## config.mk

```make
export PLATFORM = sky130hd
export DESIGN_NAME = ex_muldiv_unit
export DESIGN_NICKNAME = d
export VERILOG_FILES = /design/src/rtl/muldiv_pkg.sv /design/src/rtl/ex_muldiv_core.sv /design/src/rtl/ex_muldiv_unit.sv
export SDC_FILE = /design/constraint.sdc
export NUM_CORES = 1
export LEC_CHECK = 0
export BUFFER_PORTS_ARGS = -buffer_cell sky130_fd_sc_hd__buf_2
export CORE_MARGIN = 5
export CORE_UTILIZATION = 40
export DETAILED_ROUTE_END_ITERATION = 6
export PLACE_DENSITY = 0.7
export SYNTH_ARGS = -nofsm -noshare
export SYNTH_HDL_FRONTEND = slang
export SYNTH_HIERARCHICAL = 1
export SYNTH_SLANG_ARGS = --single-unit
```

## constraint.sdc

```tcl
create_clock -name clk -period 3.7 [get_ports clk]
set_input_delay 0.185 -clock clk [delete_from_list [all_inputs] [get_ports clk]]
set_output_delay 0.185 -clock clk [all_outputs]
set_load 0.05 [all_outputs]
```

## src/rtl/muldiv_pkg.sv

```systemverilog
// Shared decode constants and enumerations for the EX-stage multiply/divide unit.
package muldiv_pkg;

  localparam logic [5:0] OP_SPECIAL = 6'h00;

  localparam logic [5:0] F_MFHI  = 6'h10;
  localparam logic [5:0] F_MTHI  = 6'h11;
  localparam logic [5:0] F_MFLO  = 6'h12;
  localparam logic [5:0] F_MTLO  = 6'h13;
  localparam logic [5:0] F_MULT  = 6'h18;
  localparam logic [5:0] F_MULTU = 6'h19;
  localparam logic [5:0] F_DIV   = 6'h1A;
  localparam logic [5:0] F_DIVU  = 6'h1B;

  typedef enum logic [1:0] {IDLE, RUN, FIX} state_e;
  typedef enum logic [1:0] {MUL_S, MUL_U, DIV_S, DIV_U} op_e;

  function automatic logic is_muldiv_funct(input logic [5:0] funct);
    return funct inside {F_MFHI, F_MTHI, F_MFLO, F_MTLO, F_MULT, F_MULTU, F_DIV, F_DIVU};
  endfunction

  function automatic logic is_start_funct(input logic [5:0] funct);
    return funct inside {F_MULT, F_MULTU, F_DIV, F_DIVU};
  endfunction

endpackage

```

## src/rtl/ex_muldiv_core.sv

```systemverilog
// Iterative datapath: radix-2 shift-add multiply and restoring divide sharing one
// 64-bit accumulator, with the final two's-complement sign correction.
module ex_muldiv_core
  import muldiv_pkg::*;
#(
  parameter int unsigned DATA_W = 32,
  parameter int unsigned CNT_W  = 5
) (
  input  logic              clk,
  input  logic              reset,
  input  logic              start,
  input  logic              step,
  input  op_e               op,
  input  logic [DATA_W-1:0] rs_data,
  input  logic [DATA_W-1:0] rt_data,
  output logic [CNT_W-1:0]  count,
  output logic [DATA_W-1:0] hi_res,
  output logic [DATA_W-1:0] lo_res
);

  logic [2*DATA_W-1:0] acc_q, acc_d;
  logic [DATA_W-1:0]   divisor_q;
  op_e                 op_q;
  logic                neg_q, rneg_q, div0_q;

  logic                is_signed;
  logic [DATA_W-1:0]   rs_mag, rt_mag;

  assign is_signed = (op == MUL_S) || (op == DIV_S);
  assign rs_mag    = (is_signed && rs_data[DATA_W-1]) ? -rs_data : rs_data;
  assign rt_mag    = (is_signed && rt_data[DATA_W-1]) ? -rt_data : rt_data;

  // Multiply: hi half accumulates, multiplier bits drain out of the low half.
  logic [DATA_W:0]     mul_sum;
  // Divide: {rem, quot} shifts left; quotient bits shift in at the bottom.
  logic [DATA_W:0]     rem_sh;
  logic [DATA_W+1:0]   diff;
  logic                is_mul;

  assign is_mul = (op_q == MUL_S) || (op_q == MUL_U);

  always_comb begin
    mul_sum = {1'b0, acc_q[2*DATA_W-1:DATA_W]};
    if (acc_q[0]) mul_sum = mul_sum + {1'b0, divisor_q};
    rem_sh  = {acc_q[2*DATA_W-1:DATA_W], acc_q[DATA_W-1]};
    diff    = {1'b0, rem_sh} - {2'b00, divisor_q};
    if (is_mul) begin
      acc_d = {mul_sum, acc_q[DATA_W-1:1]};
    end else if (diff[DATA_W+1]) begin
      acc_d = {rem_sh[DATA_W-1:0], acc_q[DATA_W-2:0], 1'b0};
    end else begin
      acc_d = {diff[DATA_W-1:0], acc_q[DATA_W-2:0], 1'b1};
    end
  end

  always_ff @(posedge clk or negedge reset) begin
    if (!reset) begin
      acc_q     <= '0;
      divisor_q <= '0;
      op_q      <= MUL_S;
      neg_q     <= 1'b0;
      rneg_q    <= 1'b0;
      div0_q    <= 1'b0;
      count     <= '0;
    end else if (start) begin
      acc_q     <= {{DATA_W{1'b0}}, rs_mag};
      divisor_q <= rt_mag;
      op_q      <= op;
      neg_q     <= is_signed & (rs_data[DATA_W-1] ^ rt_data[DATA_W-1]);
      rneg_q    <= is_signed & rs_data[DATA_W-1];
      div0_q    <= (rt_data == '0);
      count     <= '0;
    end else if (step) begin
      acc_q     <= acc_d;
      count     <= count + CNT_W'(1);
    end
  end

  logic [2*DATA_W-1:0] prod;
  logic [DATA_W-1:0]   quot, rem;

  // With a zero divisor the remainder path ends holding |rs|, so the sign fix
  // restores the original signed rs; only the quotient needs forcing.
  always_comb begin
    prod = neg_q ? -acc_q : acc_q;
    rem  = rneg_q ? -acc_q[2*DATA_W-1:DATA_W] : acc_q[2*DATA_W-1:DATA_W];
    if (div0_q)     quot = '1;
    else if (neg_q) quot = -acc_q[DATA_W-1:0];
    else            quot = acc_q[DATA_W-1:0];
    hi_res = is_mul ? prod[2*DATA_W-1:DATA_W] : rem;
    lo_res = is_mul ? prod[DATA_W-1:0] : quot;
  end

endmodule

```

## src/rtl/ex_muldiv_unit.sv

```systemverilog
// EX-stage multiply/divide unit: decode, IDLE/RUN/FIX control, HI/LO registers
// and the stall request to the hazard logic.
module ex_muldiv_unit
  import muldiv_pkg::*;
#(
  parameter int unsigned DATA_W = 32,
  parameter int unsigned CNT_W  = 5
) (
  input  logic              clk,
  input  logic              reset,
  input  logic              valid_in,
  input  logic [31:0]       instr_in,
  input  logic [DATA_W-1:0] rs_data_in,
  input  logic [DATA_W-1:0] rt_data_in,
  input  logic              flush,
  output logic              stall_req,
  output logic              busy,
  output logic              done,
  output logic [DATA_W-1:0] mf_data,
  output logic [DATA_W-1:0] hi_out,
  output logic [DATA_W-1:0] lo_out
);

  state_e            state;
  logic [5:0]        opcode, funct;
  logic              is_special, accept, start;
  op_e               op;
  logic [CNT_W-1:0]  count;
  logic [DATA_W-1:0] hi_res, lo_res;
  logic              unused_instr;

  assign opcode       = instr_in[31:26];
  assign funct        = instr_in[5:0];
  assign unused_instr = ^instr_in[25:6];

  assign is_special = valid_in && (opcode == OP_SPECIAL);
  assign accept     = is_special && !busy && !flush;
  assign start      = accept && is_start_funct(funct);
  assign stall_req  = is_special && busy && is_muldiv_funct(funct);
  assign mf_data    = (funct == F_MFHI) ? hi_out : lo_out;

  always_comb begin
    unique case (funct[1:0])
      2'b00:   op = MUL_S;
      2'b01:   op = MUL_U;
      2'b10:   op = DIV_S;
      default: op = DIV_U;
    endcase
  end

  ex_muldiv_core #(
    .DATA_W (DATA_W),
    .CNT_W  (CNT_W)
  ) u_core (
    .clk     (clk),
    .reset   (reset),
    .start   (start),
    .step    (state == RUN),
    .op      (op),
    .rs_data (rs_data_in),
    .rt_data (rt_data_in),
    .count   (count),
    .hi_res  (hi_res),
    .lo_res  (lo_res)
  );

  always_ff @(posedge clk or negedge reset) begin
    if (!reset) begin
      state <= IDLE;
      busy  <= 1'b0;
      done  <= 1'b0;
    end else begin
      done <= 1'b0;
      unique case (state)
        IDLE: begin
          if (start) begin
            state <= RUN;
            busy  <= 1'b1;
          end
        end
        RUN: begin
          if (flush) begin
            state <= IDLE;
            busy  <= 1'b0;
          end else if (count == CNT_W'(DATA_W - 1)) begin
            state <= FIX;
          end
        end
        FIX: begin
          state <= IDLE;
          busy  <= 1'b0;
          done  <= !flush;
        end
        default: begin
          state <= IDLE;
          busy  <= 1'b0;
        end
      endcase
    end
  end

  // MT* can only be accepted while idle, so it never collides with the FIX write.
  always_ff @(posedge clk or negedge reset) begin
    if (!reset) begin
      hi_out <= '0;
      lo_out <= '0;
    end else if (state == FIX && !flush) begin
      hi_out <= hi_res;
      lo_out <= lo_res;
    end else if (accept && funct == F_MTHI) begin
      hi_out <= rs_data_in;
    end else if (accept && funct == F_MTLO) begin
      lo_out <= rs_data_in;
    end
  end

endmodule

```

* After elaboration in Yosys (flattened, before gate mapping)
Cells that the tools add are included.
** Storage, ports and cells
- Input port bits :: 100
- Register bits :: 174
- Output and inout port bits :: 99
- Word-level logic and storage cells :: 101
** Cells by class
- Equal/unequal tests :: 19
- Reduce and logical (&&, ||, !) cells :: 29
- Mux-type cells :: 30
- Bitwise logic cells :: 3
- $add $sub $neg :: 8
** Operator list (count)
- $mux 32 :: 13
- $mux 64 :: 5
- $neg 32->32 :: 4
- $neg 64->64 :: 1
- $eq 6x5->1 const B :: 8
- $sub 33x32->34 :: 1
- $add 32x32->33 :: 1
- $mux 33 :: 1
- $logic_not 32->1 :: 1
- $logic_and 1x1->1 :: 11
- $mux 5 :: 2
- $logic_not 2->1 :: 4
- $reduce_bool 8->1 :: 1
- $eq 2x1->1 const B :: 3
- $eq 2x2->1 const B :: 3
- $logic_not 6->1 :: 1
- $mux 2 :: 3
- $ne 2x2->1 const B :: 3
- $pmux 2 s3 :: 1
- $reduce_and 2->1 :: 3
- $reduce_bool 2->1 :: 3
- $add 5x1->5 const B :: 1
- $eq 5x5->1 const B :: 1
- $pmux 2 s2 :: 1
- other kinds (8) :: 13

* Depth between registers and ports, before layout
Gate-level depths: netlist of run 1.
- Depth in word-level cells :: 8
- Mapped depth :: 14
- Mapped depth without buffers :: 13

* Modules after synthesis
Netlist of run 1, hierarchy kept.
** Modules (own cells, without submodules)
- ex_muldiv_core :: instances 1, area an instance 11972.7 um^2, cells an instance 1593, sequential area each 2627.5 um^2
- ex_muldiv_unit :: instances 1, area an instance 3817.4 um^2, cells an instance 430, sequential area each 1701.6 um^2

* Least setup slack after synthesis of run 1
OpenSTA, ideal clock, no wires.
- Kind :: flip-flop to flip-flop
- Start point :: register u_core.acc_q[0]
- End point :: register hi_out[6]
- Clock period less this slack :: 3.087 ns
- Arrival time :: 3.010 ns
- Required time :: 3.623 ns
- Setup slack :: 0.613 ns
- Setup time :: 0.077 ns
- Path buffers :: 1
- Cell stages (with the launch flop) :: 15
- Path through :: dfrtp_1 clkinv_1 clkbuf_1 ha_1 nor3b_1 nand3_1 or3_4 or2_1 nand2b_4 nand2_2 nand2_2 o41ai_1 xnor2_1 nor2_1 a21oi_1
** On the way
- Cells in the longest elaborated chain, start to end :: 4
** Ends and longest elaborated chain
- from (decl) :: RTL line ex_muldiv_core.sv:21 : logic [2*DATA_W-1:0] acc_q, acc_d;
- from (signal assigned) :: RTL line ex_muldiv_core.sv:66 : acc_q <= {{DATA_W{1'b0}}, rs_mag};
- $neg 64->64 :: RTL line ex_muldiv_core.sv:85 : prod = neg_q ? -acc_q : acc_q;
- $mux 64 :: RTL line ex_muldiv_core.sv:85
- $mux 32 :: RTL line ex_muldiv_core.sv:90 : hi_res = is_mul ? prod[2*DATA_W-1:DATA_W] : rem;
- named net hi_res[6] :: RTL line ex_muldiv_unit.sv:29 : logic [DATA_W-1:0] hi_res, lo_res;
- $mux 32 :: RTL line ex_muldiv_unit.sv:107 : end else if (state == FIX && !flush) begin
- to (signal assigned) :: RTL line ex_muldiv_unit.sv:108 : hi_out <= hi_res;
- to (signal assigned) :: RTL line ex_muldiv_unit.sv:111 : hi_out <= rs_data_in;
- to (decl) :: RTL line ex_muldiv_unit.sv:20 : output logic [DATA_W-1:0] hi_out,
The timed path passes the listed nets, and every way through them passes these cells.
A chain may end at the register's enable or synchronous reset.

* Worst setup path in the final report of run 1
- Start point :: register u_core.acc_q[32]
- End point :: register u_core.acc_q[45]
** On the way
- Cells in the longest elaborated chain, start to end :: 5
- Elaborated cells between the ends (all ways) :: 7
- Those cells by class :: add/sub (2); mux (5)
** Ends and longest elaborated chain
- $sub 33x32->34 or $add 32x32->33 (tied branches) :: RTL line ex_muldiv_core.sv:46, ex_muldiv_core.sv:44
- $mux 64 or $mux 33 (tied branches) :: RTL line ex_muldiv_core.sv:49, ex_muldiv_core.sv:44
- $mux 64 * :: RTL line ex_muldiv_core.sv:47 : if (is_mul) begin
- $mux 64 * :: RTL line ex_muldiv_core.sv:73 : end else if (step) begin
- $mux 64 * :: RTL line ex_muldiv_core.sv:65 : end else if (start) begin
Mark *: on every way between the ends. The rest lies on a longest branch, timed or not. The select of a mux whose other input is x is not followed.

==> results of run 1 <==
power breakdown:
part | leakage [µW] | switching (µW) | total [µW] | internal, µW
combinational | 0.00579 | 198 | 291 | 93.4
clock | 0.000272 | 866 | 1840 | 971
sequential | 0.00233 | 0.597 | 1890 | 1890
total | 0.00839 | 1060 | 4020 | 2950
worst register-to-register path: stages (launching register included):
cell	delay, ns
dfrtp_1	0.46
ha_1	0.20
inv_1	0.05
fa_1	0.37
nor2b_1	0.22
o31a_1	0.24
o21a_1	0.13
nor2_1	0.06
o21ai_0	0.57
a311oi_1	0.25
or3b_2	0.50
a31oi_1	0.19
o21ai_0	0.13
timing repair:
| item | 4_1_cts | 5_1_grt |
|---|---|---|
| setup endpoints to repair | 0 | 1 |
| gates resized for setup | 0 | 1 |
| hold buffers | 1 | 0 |
| endpoints found under the hold margin | 73 | 0 |
per-stage QoR:
step           cells  total power (µW)  hold WS, ns
6_report        2662              4020       0.0453
4_1_cts         2662              4060       0.0204
2_1_floorplan   2023              2050       -0.111
5_1_grt         2662              4150       0.0279
3_3_place_gp    2630              2210        0.257
3_5_place_dp    2630              2220        0.268
sequential cells by signal, indices dropped and copies added (netlist names), 2 cells and up:
name,flops
u_core/acc_q,64
hi_out,32
lo_out,32
u_core/divisor_q,32
u_core/count,5
state,2
cell families (layout without fill, tap and decap cells):
| kind of cell | count (synthesis) | count (layout) |
|---|---|---|
| mux | 77 | 77 |
| compound gates | 731 | 731 |
| flops | 173 | 173 |
| buf+inv | 222 | 343 |
| xor+xnor | 161 | 161 |
| fa+ha+maj | 71 | 71 |
| simple gates | 588 | 588 |
path summary, 6_finish.rpt:
kind                                         startpoint                               end  slack (ns)  depth (start not counted)
max in group asynchronous                         reset  u_core/divisor_q[27]$_DFFE_PN0P_        2.32                          3
setup reg to reg           u_core/acc_q[32]$_DFFE_PN0P_      u_core/acc_q[45]$_DFFE_PN0P_        0.18                         12
hold reg to reg                    state[1]$_DFFE_PN0P_                  busy$_DFFE_PN0P_        0.51                          1
setup / recovery           u_core/acc_q[32]$_DFFE_PN0P_      u_core/acc_q[45]$_DFFE_PN0P_        0.18                         12
hold / removal                            rt_data_in[7]   u_core/divisor_q[7]$_DFFE_PN0P_        0.05                          3
min in group asynchronous                         reset            lo_out[24]$_DFFE_PN0P_        0.31                          2
metal layers:
metal	track usage [%]	vias up
met5	0	-
met3	5.10	97
met1	34.2	7755
li1	-	7573
met2	40.5	723
met4	6.39	2
synth_stat cells, types with 29 or more instances:
| cell type | number | area share [%] |
|---|---|---|
| nand2_1 | 159 | 3.8 |
| o31ai_1 | 29 | 1.4 |
| a21oi_1 | 228 | 7.2 |
| ha_1 | 69 | 5.5 |
| nor2_1 | 217 | 5.2 |
| o21ai_1 | 62 | 2.0 |
| nor3_1 | 43 | 1.4 |
| a211oi_1 | 54 | 2.6 |
| a31oi_1 | 78 | 3.1 |
| inv_1 | 69 | 1.6 |
| xnor2_1 | 76 | 4.2 |
| clkbuf_1 | 104 | 2.5 |
| a21o_1 | 36 | 1.7 |
| mux2i_1 | 41 | 2.6 |
| o21ai_0 | 101 | 3.2 |
| xor2_1 | 85 | 4.7 |
| dfrtp_1 | 173 | 27 |
final cells by class:
class | count | area [µm²]
multi-input cells | 1628 | 10500
repair buffers | 242 | 1440
flip-flops and latches | 173 | 4330
clock buffers | 20 | 457
clock inverters | 11 | 109
well taps | 518 | 648
fillers | 3865 | 21100
inverters | 70 | 265
==> results.sh, run 1 <==
export IMPL_outcome="finished clean"
export IMPL_cts_buffer_depth=2
export IMPL_drc=0
export IMPL_synthToLayoutAreaGrowth_pct=12.3
export IMPL_met2RoutedLength_um=25900
export IMPL_firstDrtPassIters=7
export IMPL_diodes=0
export IMPL_synthMuxAreaShare_pct=5.17
export IMPL_dp_hpwl_um=41400
export IMPL_rows=72
export IMPL_synth_avg_cell_area_um2=7.81
export IMPL_io_pins=199
export IMPL_ys_ff_latch=173
export IMPL_powerDensity_mw_per_mm2=227
export IMPL_die_area_mm2=0.0435
export IMPL_period_needed_ns=3.52
export IMPL_antenna_found_initial=1
export IMPL_grt_first_pass_wirelength_um=89100
export IMPL_wl_per_cell_um=21.2
export IMPL_viasPerCell=6.07
export IMPL_synth_top_family_by_area="compound AO/OA/AOI/OAI gates"
export IMPL_worstPathCellList="ha_1, inv_1, fa_1, nor2b_1, o31a_1, o21a_1, nor2_1, o21ai_0, a311oi_1, or3b_2, a31oi_1, o21ai_0"
export IMPL_clkSlewWorstSetupHoldPaths_ns=0.08
export IMPL_gp_congestion=1.00
export IMPL_via_count=16200
export IMPL_die_x_um=209
export IMPL_maxSlewHeadroom_pct=20.5
export IMPL_final_max_slew_violation_count=0
export IMPL_met3_length_um=4610
export IMPL_fin_area_mm2=0.0177
export IMPL_grt_max_degree=141
export IMPL_synth_simple_area_share_pct=17.5
export IMPL_endpoint_kind="flip-flop"
export IMPL_yosys_area_share_adder_pct=5.72
export IMPL_final_setup_worst_slack_ns=0.181
export IMPL_post_cts_buffers=0
export IMPL_postPlaceCellArea_mm2=0.0172
export IMPL_cpLargestDelayFamily="compound AO/OA/AOI/OAI gates"
export IMPL_highest_layer="met5"
export IMPL_clk_latency_ns=0.46
export IMPL_numCtsBuffers=17
export IMPL_wl_um=56400
export IMPL_fmax_mhz=284
export IMPL_cts_htree_levels=4
export IMPL_grt_pass1_vias=15600
export IMPL_fp_dieH_um=209
export IMPL_syn_cell_area_mm2=0.0158
export IMPL_hp_class="primary input to flip-flop"
export IMPL_startpoint_type="flip-flop"
export IMPL_setup_worst_path_class="flip-flop to flip-flop"
export IMPL_drt_initial_drc_count=1398
export IMPL_synthXorXnorAreaFrac_pct=8.93
export IMPL_initial_utilization_pct=40.7
export IMPL_cts_tree="done"
export IMPL_cts_root_buf="clkbuf_16"
export IMPL_final_nets=2303
export IMPL_synth_ff_type="dfrtp_1"
export IMPL_ys_warn_count=6
export IMPL_final_cell_mix="a21oi_1, nor2_1, buf_2, dfrtp_1, nand2_1"
export IMPL_crit_path_frequent_cell="o21ai_0"
export IMPL_synth_compound_area_share_pct=28.9
export IMPL_synth_async_reset_ratio_pct=100
export IMPL_dp_worst_setup_slack_ns=0.294
export IMPL_critPathRequiredTime_ns=4.01
export IMPL_finalHoldViolCount=0
export IMPL_finalSetupTns_ns=0
export IMPL_leakagePower_uw=0.00839
export IMPL_arrival_ns=3.82
export IMPL_setup_viol=0
export IMPL_path_max_fanout=5
export IMPL_period_share_pct=95.1
export IMPL_peakVddDrop_uv=312
export IMPL_portBuffers=178
export IMPL_synth_edff_count=0
export IMPL_coreArea_mm2=0.0388
export IMPL_worst_pin_slew_ns=1.19
export IMPL_final_core_util_pct=45.7
export IMPL_path_buf_inv=1
export IMPL_drive_gt1_share_pct=15.2
export IMPL_yosysSeqAreaShare_pct=27.4
export IMPL_synth_fp_nets=2194
export IMPL_m1WireLength_um=24500
export IMPL_mostFrequentLayoutCell="a21oi_1"
export IMPL_cts_num_sinks=173
export IMPL_final_setup_skew_ns=0.0172
export IMPL_max_cap_violations=0
export IMPL_slowest_delay_ns=0.57
export IMPL_overflow=0
export IMPL_crit_path_top_delay_cell="o21ai_0"
export IMPL_ys_types=84
export IMPL_grtUsageTotal_pct=25.0
export IMPL_synthCells=2023
export IMPL_ant_nets=0
export IMPL_rsz0062_at_grt="false"
No activity file was read; power rests on OpenSTA's default activity.
==> inputs of run 2 (changes only) <==
- CORE_UTILIZATION: 40 -> 60
- PLACE_DENSITY: 0.7 -> 0.93
- SLEW_MARGIN: default -> 15
==> run 2 against run 1 <==
  * Setup slack better by 0.0061 ns
  * Cell count decreased by 6.2%
  * Clock skew increased by 0.0015 ns
  * Via count is 4.2% higher
  * Fmax up 0.17%
  * Die area fell by 32%
  * Wire length shrank 6.6%
  * Utilization grew 22 points
  * Global-route usage grew 9.7 points
  * First-iteration DRC count grew 49%
  * Total power is 0.36% higher
  * Critical path type unchanged
==> results.sh, run 2 (synthesized netlist as in run 1, its figures left out) <==
export IMPL_final_core_util_pct=67.8
export IMPL_endpoint_kind="flip-flop"
export IMPL_viasPerCell=6.75
export IMPL_postPlaceCellArea_mm2=0.0170
export IMPL_cts_root_buf="clkbuf_16"
export IMPL_numCtsBuffers=17
export IMPL_grt_pass1_vias=15600
export IMPL_regArea_mm2=0.00433
export IMPL_initial_utilization_pct=60.8
export IMPL_maxSlewHeadroom_pct=20.1
export IMPL_wl_per_cell_um=21.1
export IMPL_final_nets=2318
export IMPL_fp_dieH_um=172
export IMPL_powerDensity_mw_per_mm2=229
export IMPL_arrival_ns=3.83
export IMPL_portBuffers=178
export IMPL_fin_hold_ws_ns=0.0175
export IMPL_post_cts_buffers=0
export IMPL_clk_latency_ns=0.45
export IMPL_outcome="finished clean"
export IMPL_peakVddDrop_uv=232
export IMPL_setup_viol=0
export IMPL_cts_num_sinks=173
export IMPL_fin_area_mm2=0.0176
export IMPL_final_max_slew_violation_count=0
export IMPL_critPathRequiredTime_ns=4.02
export IMPL_die_area_mm2=0.0297
export IMPL_grtUsageTotal_pct=34.6
export IMPL_synthToLayoutAreaGrowth_pct=11.6
export IMPL_mostFrequentLayoutCell="a21oi_1"
export IMPL_max_cap_violations=0
export IMPL_top_register="u_core/acc_q"
export IMPL_drc=0
export IMPL_path_max_fanout=4
export IMPL_finalSetupTns_ns=0
export IMPL_period_needed_ns=3.51
export IMPL_cts_buffer_depth=2
export IMPL_clkSlewWorstSetupHoldPaths_ns=0.08
export IMPL_drt_initial_drc_count=2089
export IMPL_io_pins=199
export IMPL_overflow=0
export IMPL_ant_nets=0
export IMPL_largest_register_ffs=64
export IMPL_startpoint_type="flip-flop"
export IMPL_final_setup_skew_ns=0.0187
export IMPL_grt_first_pass_wirelength_um=82700
export IMPL_antenna_found_initial=0
export IMPL_wl_um=52700
export IMPL_hp_class="primary input to flip-flop"
export IMPL_setup_worst_path_class="flip-flop to flip-flop"
export IMPL_worst_pin_slew_ns=1.20
export IMPL_die_x_um=172
export IMPL_rsz0062_at_grt="false"
export IMPL_leakagePower_uw=0.00848
export IMPL_period_share_pct=94.9
export IMPL_final_cell_mix="a21oi_1, nor2_1, buf_2, dfrtp_1, nand2_1"
export IMPL_fmax_mhz=285
export IMPL_gp_congestion=1.03
export IMPL_n_fill_cell=2131
export IMPL_p_total_uw=4030
export IMPL_via_count=16800
export IMPL_multi_input_area_mm2=0.0105
export IMPL_finalHoldViolCount=0
export IMPL_coreArea_mm2=0.0260
export IMPL_firstDrtPassIters=7
export IMPL_dp_hpwl_um=38700
export IMPL_cts_tree="done"
export IMPL_rows=59
export IMPL_drive_gt1_share_pct=15.8
export IMPL_grt_max_degree=94
export IMPL_cts_htree_levels=4
==> run 2: cell count changes in the layout (fill, tap and decap cells not counted), moves of 2 or more <==
cell and change:
clkinvlp_4 -2, clkinv_4 +2, clkinv_8 +5, buf_4 +18
clkbuf_8 -2, buf_12 -3
==> run 2: cell type report <==
type / count / area share, %
Multi-Input combinational cell: 1628 / 59.5
Sequential cell: 173 / 24.6
Timing Repair Buffer: 257 / 8.62
Clock buffer: 17 / 2.41
Tap cell: 335 / 2.38
Inverter: 70 / 1.51
Clock inverter: 15 / 1.00
Antenna cell: 1 / 0.0142
==> run 2: per-layer routing <==
layer / GRT usage, % / wire length, µm
met5: 0 / 0
met4: 15.5 / 2530
met3: 5.88 / 5710
met2: 56.6 / 24200
met1: 45.3 / 20200
==> run 2: final timing paths <==
path / start / end / slack, ns / depth (start not counted)
hold reg to reg: state[1]$_DFFE_PN0P_ / busy$_DFFE_PN0P_ / 0.50 / 1
max in group asynchronous: reset / hi_out[20]$_DFFE_PN0P_ / 2.30 / 3
min in group asynchronous: reset / done$_DFF_PN0_ / 0.38 / 2
hold / removal: rt_data_in[1] / u_core/divisor_q[1]$_DFFE_PN0P_ / 0.02 / 3
setup / recovery: u_core/acc_q[31]$_DFFE_PN0P_ / u_core/acc_q[58]$_DFFE_PN0P_ / 0.19 / 16
setup reg to reg: u_core/acc_q[31]$_DFFE_PN0P_ / u_core/acc_q[58]$_DFFE_PN0P_ / 0.19 / 16
==> run 2: repair_timing <==
item	4_1_cts	5_1_grt
hold endpoints to repair	91	0
endpoints found under the setup margin	0	11
hold buffers	1	0
resized for setup	0	2
==> run 2: stage by stage <==
| step | instances | setup slack (ns) |
|---|---|---|
| 6_report | 2496 | 0.187 |
| 5_1_grt | 2495 | 0.0116 |
| 4_1_cts | 2495 | 0.185 |
| 3_5_place_dp | 2462 | 0.239 |
| 3_3_place_gp | 2462 | 0.291 |
| 2_1_floorplan | 2023 | 0.613 |
==> run 2: power by group <==
group | internal (µW) | switching [µW]
clock network | 913 | 942
logic | 94.2 | 194
registers | 1890 | 0.599
==> run 2: critical path, cell delays in order, from the launching register on <==
cell	delay, ns
dfrtp_1	0.39
inv_1	0.08
ha_1	0.19
inv_1	0.06
fa_1	0.38
a211oi_1	0.32
o21bai_1	0.18
a21oi_1	0.18
buf_4	0.15
o21ai_0	0.16
a22o_1	0.27
buf_4	0.14
nor3_1	0.31
o311ai_0	0.16
buf_4	0.18
o311ai_0	0.11
a21oi_1	0.13
==> inputs of run 3 (changes only) <==
- BUFFER_PORTS_ARGS: -buffer_cell sky130_fd_sc_hd__buf_2 -> -buffer_cell sky130_fd_sc_hd__buf_4
- GPL_TIMING_DRIVEN: default -> 0
- PLACE_DENSITY: 0.93 -> 0.85
==> run 3 against run 2 <==
  * Sequential share of layout area down 1.0 points
  * Final area up 4.4%
  * Worst hold slack worse by 0.0045 ns
  * Utilization up 3.0 points
  * Wire length up 14%
  * Via count up 2.5%
  * Die area unchanged
  * Largest power group unchanged
==> results.sh, run 3 (synthesized netlist as in run 1, its figures left out) <==
export IMPL_powerDensity_mw_per_mm2=221
export IMPL_final_core_util_pct=70.8
export IMPL_viasPerCell=6.69
export IMPL_ant_nets=0
export IMPL_die_x_um=172
export IMPL_final_setup_skew_ns=0.0183
export IMPL_cts_buffer_depth=2
export IMPL_wl_um=60100
export IMPL_clkSlewWorstSetupHoldPaths_ns=0.07
export IMPL_drc=0
export IMPL_period_needed_ns=3.68
export IMPL_wl_per_cell_um=23.3
export IMPL_grt_pass1_vias=16800
export IMPL_rsz0062_at_grt="true"
export IMPL_initial_utilization_pct=60.8
export IMPL_via_count=17300
export IMPL_crit_start="u_core/acc_q[47]$_DFFE_PN0P_"
export IMPL_path_max_fanout=10
export IMPL_grt_max_degree=67
export IMPL_portBuffers=178
export IMPL_grt_first_pass_wirelength_um=91900
export IMPL_highest_layer="met4"
export IMPL_met3_length_um=6520
export IMPL_drt_initial_drc_count=2220
export IMPL_maxSlewHeadroom_pct=25.6
export IMPL_n_fill_cell=2122
export IMPL_max_cap_violations=0
export IMPL_die_area_mm2=0.0297
export IMPL_m1WireLength_um=21900
export IMPL_cts_tree="done"
export IMPL_leakagePower_uw=0.00858
export IMPL_numCtsBuffers=17
export IMPL_fin_hold_ws_ns=0.0130
export IMPL_cts_htree_levels=4
export IMPL_met2RoutedLength_um=27200
export IMPL_peakVddDrop_uv=241
export IMPL_rr_startpoint="u_core/acc_q[47]$_DFFE_PN0P_"
export IMPL_finalHoldViolCount=0
export IMPL_rr_worst_depth=13
export IMPL_cts_root_buf="clkbuf_16"
export IMPL_grtUsageTotal_pct=39.6
export IMPL_arrival_ns=4.05
export IMPL_r2r_end="u_core/acc_q[42]$_DFFE_PN0P_"
export IMPL_worst_pin_slew_ns=1.11
export IMPL_fmax_mhz=272
export IMPL_reg2reg_slack_ns=0.02
export IMPL_io_pins=199
export IMPL_setup_worst_path_class="flip-flop to flip-flop"
export IMPL_coreArea_mm2=0.0260
export IMPL_synthToLayoutAreaGrowth_pct=16.4
export IMPL_diodes=0
export IMPL_endpoint_kind="flip-flop"
export IMPL_crit_end="u_core/acc_q[42]$_DFFE_PN0P_"
export IMPL_final_cell_mix="a21oi_1, nor2_1, buf_4, dfrtp_1, nand2_1"
export IMPL_rows=59
export IMPL_antenna_found_initial=0
export IMPL_fp_dieH_um=172
export IMPL_firstDrtPassIters=6
export IMPL_hp_class="primary input to flip-flop"
export IMPL_final_max_slew_violation_count=0
export IMPL_outcome="finished clean"
export IMPL_overflow=0
export IMPL_period_share_pct=99.4
export IMPL_cts_num_sinks=173
export IMPL_startpoint_type="flip-flop"
export IMPL_dp_hpwl_um=46500
export IMPL_final_nets=2401
export IMPL_gp_congestion=1.04
export IMPL_setup_viol=0
export IMPL_drive_gt1_share_pct=15.0
export IMPL_top_register="u_core/acc_q"
export IMPL_clk_latency_ns=0.45
export IMPL_p_total_uw=4060
export IMPL_mostFrequentLayoutCell="a21oi_1"
export IMPL_largest_register_ffs=64
export IMPL_critPathRequiredTime_ns=4.07
export IMPL_finalSetupTns_ns=0
==> run 3: changes by cell type in the layout (fill, tap and decap cells not counted), moves of 3 or more <==
cell,previous run,this run
buf_2,177,19
buf_4,76,190
clkbuf_1,0,102
buf_6,1,16
dfrtp_2,0,8
buf_1,0,7
dfrtp_1,172,165
o21ai_0,100,96
a21oi_1,228,225
a21oi_2,0,3
clkinv_8,5,2
o21ai_1,63,66
==> run 3: worst max-delay path, stage by stage, from the launching register on <==
cell,delay (ns)
dfrtp_2,0.49
ha_1,0.33
buf_6,0.14
a21oi_4,0.15
o21ai_2,0.09
a2111o_1,0.41
or3_4,0.38
a211oi_4,0.52
or2_1,0.21
buf_6,0.17
buf_8,0.16
nand2_1,0.07
a311oi_1,0.33
a31o_2,0.16
==> run 3: repair_timing <==
action	4_1_cts	5_1_grt
cloned	0	0
hold buffers	1	0
pin swaps	1	4
gates resized for setup	14	27
setup endpoints to repair	31	31
setup buffers	1	8
hold endpoints to repair	55	0
==> run 3: metal layers <==
layer / up-vias / global-route usage, %
li1: 7774 / -
met1: 7972 / 47.4
met2: 1197 / 65.1
met3: 311 / 8.21
met4: 0 / 25.2
met5: - / 0
==> run 3: report_power, final <==
group | internal (µW) | leakage [µW] | switching (µW)
clock | 920 | 0.000281 | 924
combinational | 124 | 0.00598 | 204
sequential | 1890 | 0.00232 | 0.570
==> run 3: how the worst min path moves through the flow <==
stage / slack, ns / depth (start not counted) / endpoint / start
2_1_floorplan: -0.11 / 0 / busy$_DFFE_PN0P_ / reset
3_3_place_gp: 0.46 / 2 / u_core/divisor_q[0]$_DFFE_PN0P_ / rt_data_in[0]
3_5_place_dp: 0.13 / 1 / lo_out[28]$_DFFE_PN0P_ / reset
4_1_cts: 0.007 / 2 / u_core/divisor_q[0]$_DFFE_PN0P_ / rt_data_in[0]
5_1_grt: 0.03 / 2 / u_core/divisor_q[0]$_DFFE_PN0P_ / rt_data_in[0]
6_report: 0.01 / 2 / u_core/divisor_q[0]$_DFFE_PN0P_ / rt_data_in[0]
==> run 3: area by class of cell <==
cell class              count  area [µm²]  share of cell area (%)
plain buffers             150         734                    3.99
clock buffers              18         439                    2.39
clock inverters            14         145                   0.789
inverters                  70         268                    1.46
multi-input cells        1628       10600                    57.5
flip-flops and latches    173        4340                    23.6
well taps                 335         419                    2.28
repair buffers            190        1480                    8.03
==> run 3: through the flow <==
| step | setup slack [ns] | cells | instance area [µm²] |
|---|---|---|---|
| 2_1_floorplan | 0.613 | 2023 | 15800 |
| 3_3_place_gp | -0.665 | 2536 | 17500 |
| 3_5_place_dp | -0.710 | 2538 | 17600 |
| 4_1_cts | 0.0464 | 2571 | 18300 |
| 5_1_grt | -0.000891 | 2578 | 18400 |
| 6_report | 0.0225 | 2578 | 18400 |
